File: config.mk
export PLATFORM = sky130hd
export DESIGN_NAME = not_array_tester_flat
export DESIGN_NICKNAME = d
export VERILOG_FILES = /design/src/rtl/not_array_tester_if.sv /design/src/rtl/not_array_tester.sv /design/src/flat_wrapper.sv
export SDC_FILE = /design/constraint.sdc
export NUM_CORES = 1
export LEC_CHECK = 0
export ABC_AREA = 1
export CAP_MARGIN = 20
export CORE_MARGIN = 2
export CORE_UTILIZATION = 48
export CTS_BUF_LIST = sky130_fd_sc_hd__clkbuf_8
export CTS_CLUSTER_SIZE = 30
export DETAILED_ROUTE_END_ITERATION = 10
export HOLD_SLACK_MARGIN = 0.06
export PLACE_DENSITY = 0.78
export RECOVER_POWER = 50
export SYNTH_ARGS = -nofsm -noshare
export SYNTH_HDL_FRONTEND = slang
export SYNTH_SLANG_ARGS = --single-unit
export TNS_END_PERCENT = 30
File: constraint.sdc
create_clock -name clk -period 2.2 [get_ports clk]
set_clock_uncertainty 0.15 [all_clocks]
set_input_delay 0.44 -clock clk [delete_from_list [all_inputs] [get_ports clk]]
set_output_delay 0.44 -clock clk [all_outputs]
set_load 0.01 [all_outputs]
File: src/rtl/not_array_tester_if.sv
// not_array_tester_if: start/response/stimulus/status bundle between the tester and its surroundings.
interface not_array_tester_if;
   logic       start;
   logic [7:0] resp;
   logic [7:0] stim;
   logic       busy;
   logic       done;
   logic       pass;
   logic [8:0] err_count;
   logic       first_err_valid;
   logic [7:0] first_err_pattern;
   modport master (input start, resp,
                   output stim, busy, done, pass, err_count, first_err_valid, first_err_pattern);
   modport slave (output start, resp,
                  input stim, busy, done, pass, err_count, first_err_valid, first_err_pattern);
endinterface

File: src/rtl/not_array_tester.sv
// not_array_tester: sweeps all 256 stimuli through the NOT array, samples after SETTLE cycles
// and checks each response against the inverted stimulus.
module not_array_tester #(
   parameter int unsigned SETTLE = 2
) (
   input logic clk,
   input logic rst_n,
   not_array_tester_if.master io
);
   typedef enum logic [1:0] {ST_IDLE, ST_SETTLE, ST_CHECK, ST_DONE} state_e;
   state_e     state_q, state_d;
   logic [7:0] stim_q, stim_d, fep_q, fep_d;
   logic [8:0] err_q, err_d, err_inc;
   logic [3:0] cnt_q, cnt_d;
   logic       busy_q, busy_d, done_q, done_d, pass_q, pass_d, fev_q, fev_d, mis;
   assign mis     = io.resp != ~stim_q;
   assign err_inc = err_q + 9'(mis);
   always_comb begin
      state_d = state_q;
      stim_d  = stim_q;
      fep_d   = fep_q;
      err_d   = err_q;
      cnt_d   = cnt_q;
      busy_d  = busy_q;
      done_d  = done_q;
      pass_d  = pass_q;
      fev_d   = fev_q;
      case (state_q)
         ST_IDLE, ST_DONE: if (io.start) begin
            state_d = ST_SETTLE;
            stim_d  = 8'h00;
            fep_d   = 8'h00;
            err_d   = 9'd0;
            cnt_d   = 4'd0;
            busy_d  = 1'b1;
            done_d  = 1'b0;
            pass_d  = 1'b0;
            fev_d   = 1'b0;
         end
         ST_SETTLE: begin
            cnt_d   = cnt_q + 4'd1;
            state_d = (cnt_q == 4'(SETTLE - 1)) ? ST_CHECK : ST_SETTLE;
         end
         ST_CHECK: begin
            err_d = err_inc;
            if (mis && !fev_q) begin
               fev_d = 1'b1;
               fep_d = stim_q;
            end
            // The final pattern ends the run before the increment, so stim never wraps.
            if (stim_q == 8'hFF) begin
               state_d = ST_DONE;
               busy_d  = 1'b0;
               done_d  = 1'b1;
               pass_d  = err_inc == 9'd0;
            end else begin
               state_d = ST_SETTLE;
               stim_d  = stim_q + 8'd1;
               cnt_d   = 4'd0;
            end
         end
         default: state_d = ST_IDLE;
      endcase
   end
   always_ff @(posedge clk or negedge rst_n) begin
      if (!rst_n) begin
         state_q <= ST_IDLE;
         stim_q  <= 8'h00;
         fep_q   <= 8'h00;
         err_q   <= 9'd0;
         cnt_q   <= 4'd0;
         busy_q  <= 1'b0;
         done_q  <= 1'b0;
         pass_q  <= 1'b0;
         fev_q   <= 1'b0;
      end else begin
         state_q <= state_d;
         stim_q  <= stim_d;
         fep_q   <= fep_d;
         err_q   <= err_d;
         cnt_q   <= cnt_d;
         busy_q  <= busy_d;
         done_q  <= done_d;
         pass_q  <= pass_d;
         fev_q   <= fev_d;
      end
   end
   assign io.stim              = stim_q;
   assign io.busy              = busy_q;
   assign io.done              = done_q;
   assign io.pass              = pass_q;
   assign io.err_count         = err_q;
   assign io.first_err_valid   = fev_q;
   assign io.first_err_pattern = fep_q;
endmodule

File: src/flat_wrapper.sv
// flat-port wrapper written by rule: the top's interface ports become plain ports
module not_array_tester_flat 
#(
   parameter int unsigned SETTLE = 2
)
  (clk, rst_n, io_start, io_resp, io_stim, io_busy, io_done, io_pass, io_err_count, io_first_err_valid, io_first_err_pattern);
  not_array_tester_if io_i ();
  input logic clk;
  input logic rst_n;
  input wire logic [$bits(io_i.start)-1:0] io_start;
  input wire logic [$bits(io_i.resp)-1:0] io_resp;
  output wire logic [$bits(io_i.stim)-1:0] io_stim;
  output wire logic [$bits(io_i.busy)-1:0] io_busy;
  output wire logic [$bits(io_i.done)-1:0] io_done;
  output wire logic [$bits(io_i.pass)-1:0] io_pass;
  output wire logic [$bits(io_i.err_count)-1:0] io_err_count;
  output wire logic [$bits(io_i.first_err_valid)-1:0] io_first_err_valid;
  output wire logic [$bits(io_i.first_err_pattern)-1:0] io_first_err_pattern;
  assign io_i.start = io_start;
  assign io_i.resp = io_resp;
  assign io_stim = io_i.stim;
  assign io_busy = io_i.busy;
  assign io_done = io_i.done;
  assign io_pass = io_i.pass;
  assign io_err_count = io_i.err_count;
  assign io_first_err_valid = io_i.first_err_valid;
  assign io_first_err_pattern = io_i.first_err_pattern;
  not_array_tester #(.SETTLE(SETTLE)) u_core (.clk(clk), .rst_n(rst_n), .io(io_i));
endmodule
==> results of run 1 <==
-- cell usage after synthesis, drive strengths merged --
master / instances / area, um^2
clkbuf: 2 / 7.51
xnor2: 1 / 8.76
dfrtp: 35 / 876
nand3b: 1 / 7.51
o31ai: 2 / 15.0
clkinv: 1 / 3.75
inv: 36 / 135
o221ai: 1 / 8.76
buf: 5 / 41.3
o22ai: 5 / 31.3
nor2: 22 / 111
a21oi: 2 / 17.5
xor2: 5 / 43.8
a22o: 1 / 8.76
and3: 1 / 6.26
ha: 7 / 87.6
nand2: 90 / 363
mux2i: 1 / 10.0
o21ai: 12 / 60.1
nand4: 13 / 81.3
nand3: 20 / 125
-- worst min path at each step --
stage / startpoint / endpoint / slack (ns)
2_1_floorplan: rst_n / u_core.cnt_q[0]$_DFFE_PN0P_ / -0.006
3_3_place_gp: u_core.io.first_err_pattern[7]$_DFFE_PN0P_ / u_core.io.first_err_pattern[7]$_DFFE_PN0P_ / 0.30
3_5_place_dp: u_core.io.first_err_pattern[7]$_DFFE_PN0P_ / u_core.io.first_err_pattern[7]$_DFFE_PN0P_ / 0.31
4_1_cts: u_core.io.first_err_pattern[7]$_DFFE_PN0P_ / u_core.io.first_err_pattern[7]$_DFFE_PN0P_ / 0.33
5_1_grt: u_core.io.first_err_pattern[5]$_DFFE_PN0P_ / u_core.io.first_err_pattern[5]$_DFFE_PN0P_ / 0.35
6_report: u_core.io.first_err_pattern[6]$_DFFE_PN0P_ / u_core.io.first_err_pattern[6]$_DFFE_PN0P_ / 0.32
-- cells by family after synthesis --
| group | after synthesis | share of synthesized area |
|---|---|---|
| mux | 1 | 0.00488 |
| compound gates | 23 | 0.0690 |
| xor+xnor | 6 | 0.0256 |
| buf+inv | 44 | 0.0916 |
| flops | 35 | 0.427 |
| simple gates | 147 | 0.339 |
| fa+ha+maj | 7 | 0.0427 |
-- sequential cells by signal, summed over array words and instances, names as in the netlist --
signal and cells:
u_core.io.pass 1, u_core.io.busy 1, u_core.io.done 1, u_core.state_q 2
u_core.cnt_q 4, u_core.io.err_count 9, u_core.io.stim 8, u_core.io.first_err_valid 1
u_core.io.first_err_pattern 8
-- power breakdown --
part	total [uW]	internal, uW	switching, uW
registers	796	727	69.0
clock network	444	213	231
logic	1020	356	661
total	2260	1300	961
-- critical path: stages (launching register included) --
cell and delay [ns]:
dfrtp_1 0.42, inv_2 0.08, nand2_1 0.06, nand2_1 0.09, nand2_2 0.06, nor2_2 0.11
nand2_2 0.09, ha_4 0.18, ha_4 0.17, xor2_1 0.15, nor2_1 0.16, nand3_2 0.11
nor2_2 0.10, nand4_1 0.07, nand2_1 0.06
-- per-layer routing --
metal | wire [um] | part of all wire | vias to the layer above | GRT usage
met3 | 212 | 0.043 | 10 | 0.0407
met1 | 2200 | 0.45 | 906 | 0.286
met2 | 2410 | 0.49 | 56 | 0.358
met5 | 0 | 0 | - | 0
met4 | 97 | 0.020 | 0 | 0.107
li1 | - | - | 966 | -
-- stage by stage --
| stage | total power, uW | cell area, um^2 | hold WS, ns | setup TNS, ns |
|---|---|---|---|---|
| 3_5_place_dp | 1810 | 2580 | 0.309 | -2.14 |
| 2_1_floorplan | 1530 | 2050 | -0.00559 | 0 |
| 6_report | 2260 | 2780 | 0.316 | 0 |
| 3_3_place_gp | 1790 | 2580 | 0.303 | -1.83 |
| 5_1_grt | 2430 | 2780 | 0.353 | -0.0989 |
| 4_1_cts | 2280 | 2700 | 0.326 | 0 |
-- final cells by class --
class | instances | share of cell area
flip-flops and latches | 35 | 0.315
inverters | 37 | 0.0499
clock inverters | 3 | 0.00450
clock buffers | 5 | 0.0247
multi-input cells | 184 | 0.386
well taps | 50 | 0.0225
repair buffers | 61 | 0.198
-- what timing repair did --
| action | 4_1_cts | 5_1_grt |
|---|---|---|
| setup endpoints to repair | 3 | 6 |
| resized for setup | 14 | 17 |
| pin swaps | 12 | 12 |
| gates cloned | 0 | 0 |
| setup buffers | 1 | 4 |
==> reports/metrics.yaml, run 1 <==
outcome:
  status: "completed"
synth:
  synthCells: 263
  ys_seq_area_frac: 0.427
  synthesis.area_mm2: 0.00205
  ys_seq_elements: 35
  yosys_warnings: 0
  syn-num-nets: 281
  syn_area_per_cell_um2: 7.79
  ys_types: 30
setup_path:
  r2r_start: "u_core.io.stim[7]$_DFFE_PN0P_"
  cp-endpoint: "u_core.io.pass$_DFFE_PN0P_"
  critPathLaunchType: "register"
  r2r-end: "u_core.io.pass$_DFFE_PN0P_"
  cp-startpoint: "u_core.io.stim[7]$_DFFE_PN0P_"
  ff2ff_path_depth: 14
  worstSetupEndpointType: "register"
  worstSetupPathType: "reg2reg"
  cp.arrival_ns: 2.21
  rrSetupSlack_ns: 0.07
  cp.required_ns: 2.28
  cp_max_fo: 3
cts:
  clk_latency_ns: 0.29
  cts_tree: "done"
  cts-buffers-inserted: 5
  h-tree-depth: 2
  clk_pin_slew_ns: 0.07
  cts_sinks: 35
  clockBufferDepth: 2
  clockRootBuffer: "clkbuf_8"
  cts_hold_repair.buffers: 0
timing:
  slew_violations: 0
  timing.slew.headroom: 0.409
  rsz0062_at_grt: "true"
  worst_slew_pin_slew_ns: 0.887
  timing.final.crit_share: 0.968
  setup_violations: 0
  finalHoldViolCount: 0
  max_freq_mhz: 470
  period_needed_ns: 2.13
  setup_ws_ns: 0.0706
min_path:
  worstHoldPathType: "reg2reg"
  hold_depth: 2
floorplan:
  core_area_mm2: 0.00406
  rows: 23
  fp.dieArea_mm2: 0.00481
  die_y_um: 69.3
  io_pins: 40
  start_util: 0.505
  dieWidth_um: 69.3
route:
  drtIter0Drc: 150
  detail_route.vias_per_cell: 5.17
  wl_per_cell_um: 13.1
  first_pass_iters: 4
  num_vias: 1938
  route.detailed.drc: 0
  ant_nets: 0
  wl_um: 4910
final_layout:
  instances_no_fill: 375
  layout-drive-gt1-share: 0.194
  fillers: 328
  nNetsFinal: 342
  final_common_cell: "nand2_1"
  antenna_cells: 0
  post-route-util: 0.686
  syn2layout_area_growth_pct: 35.8
  layout.area.seq_um2: 876
  final_cell_mix: "nand2_1 (78), dfrtp_1 (35), inv_1 (31)"
  multi_input_area_mm2: 0.00107
global_routing:
  grt_pass1_wl_um: 8550
  grt.total_usage: 0.221
  first_global_vias: 1913
  antenna_found_initial: 0
  grt_overflow_total: 0
  grt_max_degree: 36
pwr:
  vdd_drop_max_v: 0.000906
  p_leak_uw: 0.00143
  powerDensity_mw_per_mm2: 811
placed_design:
  post-place-ws_ns: -0.432
  io_buffers: 39
  dpl.cell_count: 362
  place_congestion: 0.866
  dp_hpwl_um: 3510
run:
  cap_violations: 0
(Power assumes the default switching activity.)
==> run 2: changes to the inputs <==
Settings changed: SLEW_MARGIN set to 20.
Clock period 2.2 ns to 1.95 ns, I/O delays scaled along.
==> run 2 against run 1 <==
The flow now finishes with violations (setup timing). Worst setup slack lost 0.13 ns. Final cell count increased by 0.53%. First-iteration DRC count decreased by 23%. Via count down 3.3%. Die area unchanged. Highest routed layer unchanged. Largest power group unchanged. Global-route usage fell by 1.0 points. Critical endpoint unchanged. Combinational power up 19%. Core utilization down 0.40 points. Fmax rose by 5.8%.
==> reports/metrics.yaml, run 2 (same netlist as run 1, synthesis figures left out) <==
setup_path:
  cp_slowest_stage_delay_ns: 0.41
  path_cells: "nand2_1 -> inv_1 -> nor2_1 -> nand2_1 -> nor2_2 -> nand2_4 -> ha_4 -> ha_4 -> nand3_4 -> xor2_2 -> nand3_1 -> nor2_1 -> nand4_1 -> nand2_1"
  cp.arrival_ns: 2.09
  worstSetupPathType: "reg2reg"
  worstSetupEndpointType: "register"
  critPathLaunchType: "register"
  cp.required_ns: 2.03
  cp_max_fo: 4
  cp_slowest_cell: "dfrtp_1"
  critical_path_buf_inv_count: 1
  critPathTopFamily: "simple AND/OR/NAND/NOR gates"
  cp_common_cell: "nand2_1"
pwr:
  powerDensity_mw_per_mm2: 943
  vdd_drop_max_v: 0.000544
  swShare: 0.416
  share_seq_of_total_power: 0.345
  p_comb_frac: 0.464
  p_clk_frac: 0.191
  p_sw_uw: 1090
  p_int_uw: 1520
  p_leak_uw: 0.00141
final_layout:
  antenna_cells: 0
  largest_reg_flops: 9
  layout.area.seq_um2: 877
  nNetsFinal: 344
  final_cell_mix: "nand2_1 (80), dfrtp_1 (34), inv_1 (30)"
  layout-drive-gt1-share: 0.199
  final_common_cell: "nand2_1"
  fillers: 355
  instances_no_fill: 377
  syn2layout_area_growth_pct: 35.0
  finish.instance_area_mm2: 0.00277
  multi_input_area_mm2: 0.00105
route:
  first_pass_iters: 4
  ant_nets: 0
  drtIter0Drc: 116
  route.detailed.drc: 0
  num_vias: 1875
  wl_per_cell_um: 12.3
  wl_um: 4650
  detail_route.vias_per_cell: 4.97
cts:
  cts_sinks: 35
  clk_pin_slew_ns: 0.07
  h-tree-depth: 2
  clockRootBuffer: "clkbuf_8"
  cts_tree: "done"
  clk_latency_ns: 0.29
  clockBufferDepth: 2
  cts-buffers-inserted: 5
timing:
  setup_violations: 1
  worst_slew_pin_slew_ns: 0.875
  rsz0062_at_grt: "true"
  timing.slew.headroom: 0.417
  finalHoldViolCount: 0
  max_freq_mhz: 497
  timing.final.crit_share: 1.03
  holdWs_ns: 0.314
  slew_violations: 0
  period_needed_ns: 2.01
  setup_ws_ns: -0.0635
floorplan:
  die_y_um: 69.3
  core_area_mm2: 0.00406
  fp.dieArea_mm2: 0.00481
  start_util: 0.505
  io_pins: 40
  dieWidth_um: 69.3
  rows: 23
global_routing:
  grt.total_usage: 0.211
  grt_max_degree: 36
  first_global_vias: 1902
  antenna_found_initial: 0
  grt_overflow_total: 0
  grt_pass1_wl_um: 8280
placed_design:
  placed_cell_area_mm2: 0.00266
  dp_hpwl_um: 3560
  dpl.cell_count: 367
  place_congestion: 0.819
  io_buffers: 39
outcome:
  violations: "setup timing"
  status: "finished, violations left"
run:
  cap_violations: 0
min_path:
  worstHoldPathType: "reg2reg"
==> run 2: per-layer routing <==
layer / GRT usage / up-vias / routed length, um
li1: - / 968 / -
met1: 0.273 / 851 / 2100
met2: 0.353 / 47 / 2280
met3: 0.0509 / 9 / 202
met4: 0.0566 / 0 / 64
met5: 0 / - / 0
==> run 2: area by class of cell <==
| class | instances | share of cell area |
|---|---|---|
| multi-input combinational | 184 | 0.379 |
| sequential | 35 | 0.317 |
| timing repair buffer | 63 | 0.202 |
| inverter | 37 | 0.0502 |
| clock buffer | 5 | 0.0249 |
| tap | 50 | 0.0226 |
| clock inverter | 3 | 0.00452 |
==> run 2: power by group through the flow <==
stage	logic [uW]	registers [uW]	clock network [uW]
after floorplan	829	920	0
after global placement	1150	909	0
after detailed placement	1190	914	0
after CTS	1210	901	507
after global routing	1370	914	534
final	1210	900	498
==> run 2: final timing paths <==
check                                                           start                                          to  slack (ns)  cells after the start
min                        u_core.io.first_err_pattern[0]$_DFFE_PN0P_  u_core.io.first_err_pattern[0]$_DFFE_PN0P_        0.31                      2
max                                     u_core.io.stim[2]$_DFFE_PN0P_                  u_core.io.pass$_DFFE_PN0P_       -0.06                     14
min in group asynchronous                                       rst_n          u_core.io.err_count[7]$_DFFE_PN0P_        0.60                      2
max in group asynchronous                                       rst_n          u_core.io.err_count[2]$_DFFE_PN0P_        0.45                      2
min reg2reg                u_core.io.first_err_pattern[0]$_DFFE_PN0P_  u_core.io.first_err_pattern[0]$_DFFE_PN0P_        0.31                      2
max reg2reg                             u_core.io.stim[2]$_DFFE_PN0P_                  u_core.io.pass$_DFFE_PN0P_       -0.06                     14
==> run 2: what timing repair did <==
item                                    CTS  global route
pin swaps                                16             7
endpoints found under the setup margin    8             9
resized for setup                        14             6
setup buffers                             2             0
endpoints found under the hold margin     0             0
hold buffers                              0             0
==> run 2: metrics by stage <==
stage	util	power (uW)	setup slack [ns]	setup TNS, ns
5_1_grt	0.682	2820	-0.248	-1.32
3_3_place_gp	0.655	2060	-0.486	-3.73
6_report	0.682	2610	-0.0635	-0.0635
3_5_place_dp	0.655	2100	-0.580	-4.99
4_1_cts	0.683	2620	-0.0991	-0.0991
2_1_floorplan	-	1750	-0.142	-0.161
==> run 2: worst reg2reg max path: cells and delay by family, from the launching register on <==
kind          cells  cell delay, ns
xor+xnor          1            0.15
fa+ha+maj         2            0.34
simple gates     10            0.89
buf+inv           1            0.04
flops             1            0.41
